**config.mk**
```make
export PLATFORM = sky130hd
export DESIGN_NAME = decode_stage_flat
export DESIGN_NICKNAME = d
export VERILOG_FILES = /design/src/rtl/decode_if.sv /design/src/rtl/decode_stage.sv /design/src/flat_wrapper.sv
export SDC_FILE = /design/constraint.sdc
export NUM_CORES = 2
export LEC_CHECK = 0
export BUFFER_PORTS_ARGS = -buffer_cell sky130_fd_sc_hd__clkbuf_2
export CORE_ASPECT_RATIO = 0.8
export CORE_MARGIN = 4
export CORE_UTILIZATION = 48
export CTS_BUF_LIST = sky130_fd_sc_hd__clkbuf_16
export DETAILED_ROUTE_END_ITERATION = 6
export GPL_ROUTABILITY_DRIVEN = 0
export PLACE_DENSITY = 0.65
export SETUP_SLACK_MARGIN = 0.3
export SLEW_MARGIN = 40
export SYNTH_ARGS = -nofsm -noshare
export SYNTH_HDL_FRONTEND = slang
export SYNTH_SLANG_ARGS = --single-unit
```
**constraint.sdc**
```tcl
create_clock -name clk -period 2.1 [get_ports clk]
set_input_delay 0.21 -clock clk [delete_from_list [all_inputs] [get_ports clk]]
set_output_delay 0.21 -clock clk [all_outputs]
set_load 0.02 [all_outputs]
```
**src/rtl/decode_if.sv**
```systemverilog
// Bundle between decode_stage and its neighbours: fetch inputs, write-back
// port and the registered decode results consumed by execute.
interface decode_if #(
    parameter int DATA_W = 32,
    parameter int REG_AW = 5
);
    logic [3:0]        start;
    logic [DATA_W-1:0] ir_i;
    logic [DATA_W-1:0] npc_i;
    logic              wb_en;
    logic [REG_AW-1:0] wb_addr;
    logic [DATA_W-1:0] wb_data;
    logic [DATA_W-1:0] ir_o;
    logic [DATA_W-1:0] npc_o;
    logic [DATA_W-1:0] rs_data;
    logic [DATA_W-1:0] rt_data;
    logic [DATA_W-1:0] imm_ext;
    logic [REG_AW-1:0] rd_addr;
    logic [2:0]        op_class;
    logic [DATA_W-1:0] br_target;
    logic [DATA_W-1:0] j_target;
    logic              dec_valid;
    logic              illegal;

    modport master (
        output start, ir_i, npc_i, wb_en, wb_addr, wb_data,
        input  ir_o, npc_o, rs_data, rt_data, imm_ext, rd_addr, op_class,
               br_target, j_target, dec_valid, illegal
    );

    modport slave (
        input  start, ir_i, npc_i, wb_en, wb_addr, wb_data,
        output ir_o, npc_o, rs_data, rt_data, imm_ext, rd_addr, op_class,
               br_target, j_target, dec_valid, illegal
    );
endinterface

```
**src/rtl/decode_stage.sv**
```systemverilog
// Decode stage with 32x32 register file; all decode results are registered on the decode phase.
// Optional macro DECODE_BYPASS_EN: ungated write-back with same-edge forwarding into rs/rt.
module decode_stage #(
    parameter int DATA_W  = 32,
    parameter int REG_NUM = 32,
    parameter int REG_AW  = 5
) (
    input logic    clk,
    input logic    rst,
    decode_if.slave bus
);
    localparam logic [5:0] OP_RTYPE = 6'b000000;
    localparam logic [5:0] OP_J     = 6'b000010;
    localparam logic [5:0] OP_JAL   = 6'b000011;
    localparam logic [5:0] OP_BEQ   = 6'b000100;
    localparam logic [5:0] OP_BNE   = 6'b000101;
    localparam logic [5:0] OP_ANDI  = 6'b001100;
    localparam logic [5:0] OP_ORI   = 6'b001101;
    localparam logic [5:0] OP_XORI  = 6'b001110;
    localparam logic [5:0] OP_LUI   = 6'b001111;
    localparam logic [5:0] OP_LW    = 6'b100011;
    localparam logic [5:0] OP_SW    = 6'b101011;
    localparam logic [5:0] FN_JR    = 6'b001000;

    localparam logic [2:0] CLS_RALU = 3'd0;
    localparam logic [2:0] CLS_IALU = 3'd1;
    localparam logic [2:0] CLS_LOAD = 3'd2;
    localparam logic [2:0] CLS_STOR = 3'd3;
    localparam logic [2:0] CLS_BRCH = 3'd4;
    localparam logic [2:0] CLS_JUMP = 3'd5;
    localparam logic [2:0] CLS_ILL  = 3'd7;

    logic [DATA_W-1:0] regs_q [0:REG_NUM-1];
    logic [DATA_W-1:0] regs_d [0:REG_NUM-1];
    logic [DATA_W-1:0] ir_q, ir_d, npc_q, npc_d, rs_q, rs_d, rt_q, rt_d;
    logic [DATA_W-1:0] imm_q, imm_d, br_q, br_d, jt_q, jt_d;
    logic [REG_AW-1:0] rd_q, rd_d;
    logic [2:0]        cls_q, cls_d;
    logic              valid_q, valid_d, ill_q, ill_d;

    logic              ph_fetch_s, ph_dec_s, ph_wb_s, wr_en_s;
    logic [5:0]        opcode_s, funct_s;
    logic [REG_AW-1:0] rs_idx_s, rt_idx_s, rd_s;
    logic [DATA_W-1:0] simm_s, imm_s, rs_rd_s, rt_rd_s;
    logic [2:0]        cls_s;
    logic              ill_s;

    // Exact-value compares make any zero or multi-hot start vector a no-op.
    assign ph_fetch_s = (bus.start == 4'b0001);
    assign ph_dec_s   = (bus.start == 4'b0010);
    assign ph_wb_s    = (bus.start == 4'b1000);
    assign opcode_s   = bus.ir_i[31:26];
    assign funct_s    = bus.ir_i[5:0];
    assign rs_idx_s   = bus.ir_i[25:21];
    assign rt_idx_s   = bus.ir_i[20:16];
    assign simm_s     = {{(DATA_W-16){bus.ir_i[15]}}, bus.ir_i[15:0]};

`ifdef DECODE_BYPASS_EN
    assign wr_en_s = bus.wb_en && (bus.wb_addr != {REG_AW{1'b0}});
`else
    assign wr_en_s = ph_wb_s && bus.wb_en && (bus.wb_addr != {REG_AW{1'b0}});
`endif

    // Register-file read ports; r0 is held at zero so it always reads zero.
    always_comb begin
        rs_rd_s = regs_q[rs_idx_s];
        rt_rd_s = regs_q[rt_idx_s];
`ifdef DECODE_BYPASS_EN
        if (wr_en_s && (bus.wb_addr == rs_idx_s)) begin
            rs_rd_s = bus.wb_data;
        end else begin
            rs_rd_s = regs_q[rs_idx_s];
        end
        if (wr_en_s && (bus.wb_addr == rt_idx_s)) begin
            rt_rd_s = bus.wb_data;
        end else begin
            rt_rd_s = regs_q[rt_idx_s];
        end
`endif
    end

    // Opcode to class / destination / illegal flag.
    always_comb begin
        cls_s = CLS_ILL;
        rd_s  = {REG_AW{1'b0}};
        ill_s = 1'b0;
        case (opcode_s)
            OP_RTYPE: begin
                rd_s  = bus.ir_i[15:11];
                cls_s = (funct_s == FN_JR) ? CLS_JUMP : CLS_RALU;
            end
            OP_LW:          begin cls_s = CLS_LOAD; rd_s = rt_idx_s; end
            OP_SW:          cls_s = CLS_STOR;
            OP_BEQ, OP_BNE: cls_s = CLS_BRCH;
            OP_J:           cls_s = CLS_JUMP;
            OP_JAL:         begin cls_s = CLS_JUMP; rd_s = REG_AW'(31); end
            default: begin
                if (opcode_s[5:3] == 3'b001) begin
                    cls_s = CLS_IALU;
                    rd_s  = rt_idx_s;
                end else begin
                    cls_s = CLS_ILL;
                    ill_s = 1'b1;
                end
            end
        endcase
    end

    // Immediate extension: logical ops zero-extend, lui shifts up, rest sign-extend.
    always_comb begin
        case (opcode_s)
            OP_ANDI, OP_ORI, OP_XORI: imm_s = {{(DATA_W-16){1'b0}}, bus.ir_i[15:0]};
            OP_LUI:                   imm_s = {bus.ir_i[15:0], {(DATA_W-16){1'b0}}};
            default:                  imm_s = simm_s;
        endcase
    end

    // Register-file next state.
    always_comb begin
        regs_d = regs_q;
        if (wr_en_s) begin
            regs_d[bus.wb_addr] = bus.wb_data;
        end else begin
            regs_d = regs_q;
        end
        regs_d[0] = {DATA_W{1'b0}};
    end

    // Decode latch next state; outputs hold outside the decode phase.
    always_comb begin
        ir_d = ir_q; npc_d = npc_q; rs_d = rs_q; rt_d = rt_q; imm_d = imm_q;
        br_d = br_q; jt_d = jt_q; rd_d = rd_q; cls_d = cls_q; ill_d = ill_q;
        valid_d = valid_q;
        if (ph_dec_s) begin
            ir_d    = bus.ir_i;
            npc_d   = bus.npc_i;
            rs_d    = rs_rd_s;
            rt_d    = rt_rd_s;
            imm_d   = imm_s;
            br_d    = bus.npc_i + {simm_s[DATA_W-3:0], 2'b00};
            jt_d    = {bus.npc_i[31:28], bus.ir_i[25:0], 2'b00};
            rd_d    = rd_s;
            cls_d   = cls_s;
            ill_d   = ill_s;
            valid_d = 1'b1;
        end else if (ph_fetch_s) begin
            valid_d = 1'b0;
        end else begin
            valid_d = valid_q;
        end
    end

    // State registers with asynchronous active-low reset.
    always_ff @(posedge clk or negedge rst) begin
        if (!rst) begin
            for (int i = 0; i < REG_NUM; i++) regs_q[i] <= {DATA_W{1'b0}};
            ir_q <= '0; npc_q <= '0; rs_q <= '0; rt_q <= '0; imm_q <= '0;
            br_q <= '0; jt_q <= '0; rd_q <= '0; cls_q <= 3'd0; ill_q <= 1'b0;
            valid_q <= 1'b0;
        end else begin
            regs_q <= regs_d;
            ir_q <= ir_d; npc_q <= npc_d; rs_q <= rs_d; rt_q <= rt_d; imm_q <= imm_d;
            br_q <= br_d; jt_q <= jt_d; rd_q <= rd_d; cls_q <= cls_d; ill_q <= ill_d;
            valid_q <= valid_d;
        end
    end

    assign bus.ir_o      = ir_q;
    assign bus.npc_o     = npc_q;
    assign bus.rs_data   = rs_q;
    assign bus.rt_data   = rt_q;
    assign bus.imm_ext   = imm_q;
    assign bus.rd_addr   = rd_q;
    assign bus.op_class  = cls_q;
    assign bus.br_target = br_q;
    assign bus.j_target  = jt_q;
    assign bus.dec_valid = valid_q;
    assign bus.illegal   = ill_q;
endmodule

```
**src/flat_wrapper.sv**
```systemverilog
// flat-port wrapper written by rule: the top's interface ports become plain ports
module decode_stage_flat 
#(
    parameter int DATA_W  = 32,
    parameter int REG_NUM = 32,
    parameter int REG_AW  = 5
)
  (clk, rst, bus_start, bus_ir_i, bus_npc_i, bus_wb_en, bus_wb_addr, bus_wb_data, bus_ir_o, bus_npc_o, bus_rs_data, bus_rt_data, bus_imm_ext, bus_rd_addr, bus_op_class, bus_br_target, bus_j_target, bus_dec_valid, bus_illegal);
  decode_if #(.DATA_W(DATA_W), .REG_AW(REG_AW)) bus_i ();
  input logic clk;
  input logic rst;
  input wire logic [$bits(bus_i.start)-1:0] bus_start;
  input wire logic [$bits(bus_i.ir_i)-1:0] bus_ir_i;
  input wire logic [$bits(bus_i.npc_i)-1:0] bus_npc_i;
  input wire logic [$bits(bus_i.wb_en)-1:0] bus_wb_en;
  input wire logic [$bits(bus_i.wb_addr)-1:0] bus_wb_addr;
  input wire logic [$bits(bus_i.wb_data)-1:0] bus_wb_data;
  output wire logic [$bits(bus_i.ir_o)-1:0] bus_ir_o;
  output wire logic [$bits(bus_i.npc_o)-1:0] bus_npc_o;
  output wire logic [$bits(bus_i.rs_data)-1:0] bus_rs_data;
  output wire logic [$bits(bus_i.rt_data)-1:0] bus_rt_data;
  output wire logic [$bits(bus_i.imm_ext)-1:0] bus_imm_ext;
  output wire logic [$bits(bus_i.rd_addr)-1:0] bus_rd_addr;
  output wire logic [$bits(bus_i.op_class)-1:0] bus_op_class;
  output wire logic [$bits(bus_i.br_target)-1:0] bus_br_target;
  output wire logic [$bits(bus_i.j_target)-1:0] bus_j_target;
  output wire logic [$bits(bus_i.dec_valid)-1:0] bus_dec_valid;
  output wire logic [$bits(bus_i.illegal)-1:0] bus_illegal;
  assign bus_i.start = bus_start;
  assign bus_i.ir_i = bus_ir_i;
  assign bus_i.npc_i = bus_npc_i;
  assign bus_i.wb_en = bus_wb_en;
  assign bus_i.wb_addr = bus_wb_addr;
  assign bus_i.wb_data = bus_wb_data;
  assign bus_ir_o = bus_i.ir_o;
  assign bus_npc_o = bus_i.npc_o;
  assign bus_rs_data = bus_i.rs_data;
  assign bus_rt_data = bus_i.rt_data;
  assign bus_imm_ext = bus_i.imm_ext;
  assign bus_rd_addr = bus_i.rd_addr;
  assign bus_op_class = bus_i.op_class;
  assign bus_br_target = bus_i.br_target;
  assign bus_j_target = bus_i.j_target;
  assign bus_dec_valid = bus_i.dec_valid;
  assign bus_illegal = bus_i.illegal;
  decode_stage #(.DATA_W(DATA_W), .REG_NUM(REG_NUM), .REG_AW(REG_AW)) u_core (.clk(clk), .rst(rst), .bus(bus_i));
endmodule
```
==> results.sh <==
export IMPL_grt_pass1_wl_um=281000
export IMPL_rsz0062_at_grt="yes"
export IMPL_numCtsBuffers=131
export IMPL_worstMarginPinSlew_ns=0.656
export IMPL_grtUsageTotal_pct=27.9
export IMPL_intPower_mw=40.5
export IMPL_finalWirelength_um=187000
export IMPL_netlist_instances=4214
export IMPL_p_sw_share_pct=26.8
export IMPL_fill_cells=9878
export IMPL_yosysSeqAreaShare_pct=48.1
export IMPL_synthDistinctLibCells=57
export IMPL_end_kind="register"
export IMPL_worstSetupPathType="reg2reg"
export IMPL_syn_area_mm2=0.0620
export IMPL_netlist_top_cells_count="dfrtp_1, mux2_2, mux4_2"
export IMPL_reg2regPathDepth=4
export IMPL_crit_chain="mux4_2 > mux4_2 > mux2i_2 > o21ai_1"
export IMPL_cp_required_ns=2.74
export IMPL_post_drt_wl_per_cell_um=28.4
export IMPL_clock_sinks=1192
export IMPL_synth_edf_count=0
export IMPL_post_place_ws_ns=-0.494
export IMPL_path_buf_inv=0
export IMPL_final_area_mm2=0.0749
export IMPL_num_vias=41200
export IMPL_viasPerCell=6.25
export IMPL_max_cap_viol_count=0
export IMPL_antenna_found_initial=9
export IMPL_hold_viol=0
export IMPL_outcome="finished clean"
export IMPL_grt_pass1_vias=42300
export IMPL_crit_family="multiplexers"
export IMPL_ys_seq_elements=1192
export IMPL_crit_path_frequent_cell="mux4_2"
export IMPL_p_leak_nw=35.5
export IMPL_ios=342
export IMPL_setup_tns_ns=0
export IMPL_seqPwrFrac_pct=44.9
export IMPL_clk_pin_slew_worst_paths_ns=0.06
export IMPL_utilization_pct=58.6
export IMPL_hold_start="bus_ir_i[9]"
export IMPL_htreeDepth=4
export IMPL_max_slew_margin_pct=56.3
export IMPL_min_period_over_period_pct=90.8
export IMPL_post_synth_top_area_cell="dfrtp_1"
export IMPL_drtPass1Iterations=5
export IMPL_grt_overflow=0
export IMPL_fin_ws_ns=0.194
export IMPL_post_route_min_period_ns=1.91
export IMPL_clkPwrFrac_pct=41.6
export IMPL_cp_max_fo=3
export IMPL_antenna_left=0
export IMPL_powerDensity_mw_per_mm2=738
export IMPL_grt_max_degree=85
export IMPL_crit_reg2reg_launch="u_core.regs_q[653]$_DFFE_PN0P_"
export IMPL_rows=117
export IMPL_place_area_mm2=0.0694
export IMPL_crit_start="u_core.regs_q[653]$_DFFE_PN0P_"
export IMPL_worstHoldPathCells=5
export IMPL_drt_iter0_markers=3738
export IMPL_synth_main_ff_cell="dfrtp_1"
export IMPL_cp_num_cells=4
export IMPL_clock_skew_ns=0.0232
export IMPL_start_util_pct=48.5
export IMPL_critPathMaxStageDelay_ns=0.53
export IMPL_clock_path_buffers=3
export IMPL_die_w_um=410
export IMPL_clock_latency_ns=0.77
export IMPL_synth_top_area_share_pct=48.1
export IMPL_p_sw_mw=14.8
export IMPL_fin_nets=4910
export IMPL_setup_viol=0
export IMPL_portBuffers=339
export IMPL_ys_warnings_count=0
export IMPL_hp_class="in2reg"
export IMPL_cp_data_arrival_time_ns=2.55
export IMPL_synthTopCellsByArea="dfrtp_1, mux4_2, mux2_2"
export IMPL_comb_power_share_pct=13.5
export IMPL_cpMaxStageDelayCell="mux4_2"
export IMPL_final_layout_size_suffix_gt1_share_pct=54.1
export IMPL_post_dp_hpwl_um=122000
export IMPL_startpoint_type="register"
export IMPL_tritoncts="built"
export IMPL_ctsRootBufferMaster="clkbuf_16"
export IMPL_die_height_um=330
export IMPL_area_delta_synth_final_pct=20.8
export IMPL_drv_slew=0
export IMPL_async_reset_ff_share_pct=100
export IMPL_ir_drop_uv=888
export IMPL_core_area_mm2=0.128
export IMPL_synth_most_common_cell="dfrtp_1"
export IMPL_die_area_mm2=0.135
export IMPL_drc=0
export IMPL_syn_avg_cell_area_um2=14.7
export IMPL_timing_fmax_ghz=0.525
## cell type report
| class | instances | area (um2) | area share [%] |
|---|---|---|---|
| tap | 1725 | 2160 | 2.88 |
| clock buffer | 136 | 3400 | 4.54 |
| timing repair buffer | 881 | 7950 | 10.6 |
| inverter | 6 | 23.8 | 0.0317 |
| antenna | 3 | 7.51 | 0.0100 |
| clock inverter | 92 | 805 | 1.07 |
| sequential | 1192 | 29800 | 39.8 |
| multi-input combinational | 2560 | 30700 | 41.0 |
## layout by cell type (no fill, tap or decap), types with 72 or more instances in the layout
cell and n:
buf_12 144, buf_4 322, clkbuf_16 139, clkbuf_2 324
dfrtp_1 1192, dlygate4sd3_1 72, mux2_1 88, mux2_2 968
mux4_2 576, nand2_1 351
## per-layer routing
metal / up-vias / track usage [%] / share of wire, %
met5: - / 0 / 0.027
met4: 8 / 9.28 / 3.1
met3: 344 / 6.13 / 7.7
met2: 1623 / 42.6 / 46
met1: 22100 / 40.1 / 43
li1: 17100 / - / -
## registers in the layout, indices dropped and copies added (netlist names)
name,cells
u_core.bus.rt_data,32
u_core.bus.op_class,3
u_core.bus.ir_o,32
u_core.bus.rd_addr,5
u_core.bus.npc_o,30
u_core.bus.br_target,32
u_core.bus.rs_data,32
u_core.bus.illegal,1
u_core.regs_q,992
u_core.bus.dec_valid,1
u_core.bus.imm_ext,32
## timing repair
item | CTS | global route
setup endpoints to repair | 34 | 74
gates resized for setup | 10 | 62
pin swaps | 0 | 23
endpoints found under the hold margin | 1224 | 1
hold buffers | 75 | 1
gates cloned | 0 | 3
buffers inserted | 3 | 11
## worst min-delay path, stage by stage
cell	delay, ns
clkbuf_2	0.10
ha_1	0.16
buf_4	0.15
xor2_1	0.07
o21ai_0	0.13
## path summary, 6_finish.rpt
check	endpoint	slack, ns
worst max-delay path	u_core.bus.rt_data[13]$_DFFE_PN0P_	0.19
worst min-delay path	u_core.bus.br_target[11]$_DFFE_PN0P_	0.08
worst max register to register	u_core.bus.rt_data[13]$_DFFE_PN0P_	0.19
worst min register to register	u_core.bus.npc_o[15]$_DFFE_PN0P_	0.48
max in group asynchronous	u_core.regs_q[191]$_DFFE_PN0P_	1.32
min in group asynchronous	u_core.regs_q[317]$_DFFE_PN0P_	0.19
## cells by family after synthesis
family	Yosys count	synth area share, %
buffers and inverters	463	3.33
DFF	1192	48.1
AOI/OAI and AO/OA	279	2.89
xor gates and xnor gates	26	0.367
adders and majority gates	30	0.617
and+or+nand+nor	526	3.57
other	1	0.00605
muxes	1697	41.1
## per-stage QoR
step	hold WS (ns)	power, mW	std cells
floorplan	-0.0856	29.4	4215
global placement	0.153	32.3	6270
detailed placement	0.153	32.5	6272
CTS	0.0165	55.7	6578
global route	0.101	57.4	6594
finish	0.0806	55.3	6595
## power by group through the flow
| stage | clock, mW | combinational (mW) | sequential, mW |
|---|---|---|---|
| 3_3_place_gp | 0 | 7.16 | 25.2 |
| 4_1_cts | 23.4 | 7.42 | 24.8 |
| 6_report | 23.0 | 7.46 | 24.8 |
| 2_1_floorplan | 0 | 3.70 | 25.7 |
| 3_5_place_dp | 0 | 7.25 | 25.2 |
| 5_1_grt | 24.4 | 8.02 | 24.9 |
(Power assumes the default switching activity.)
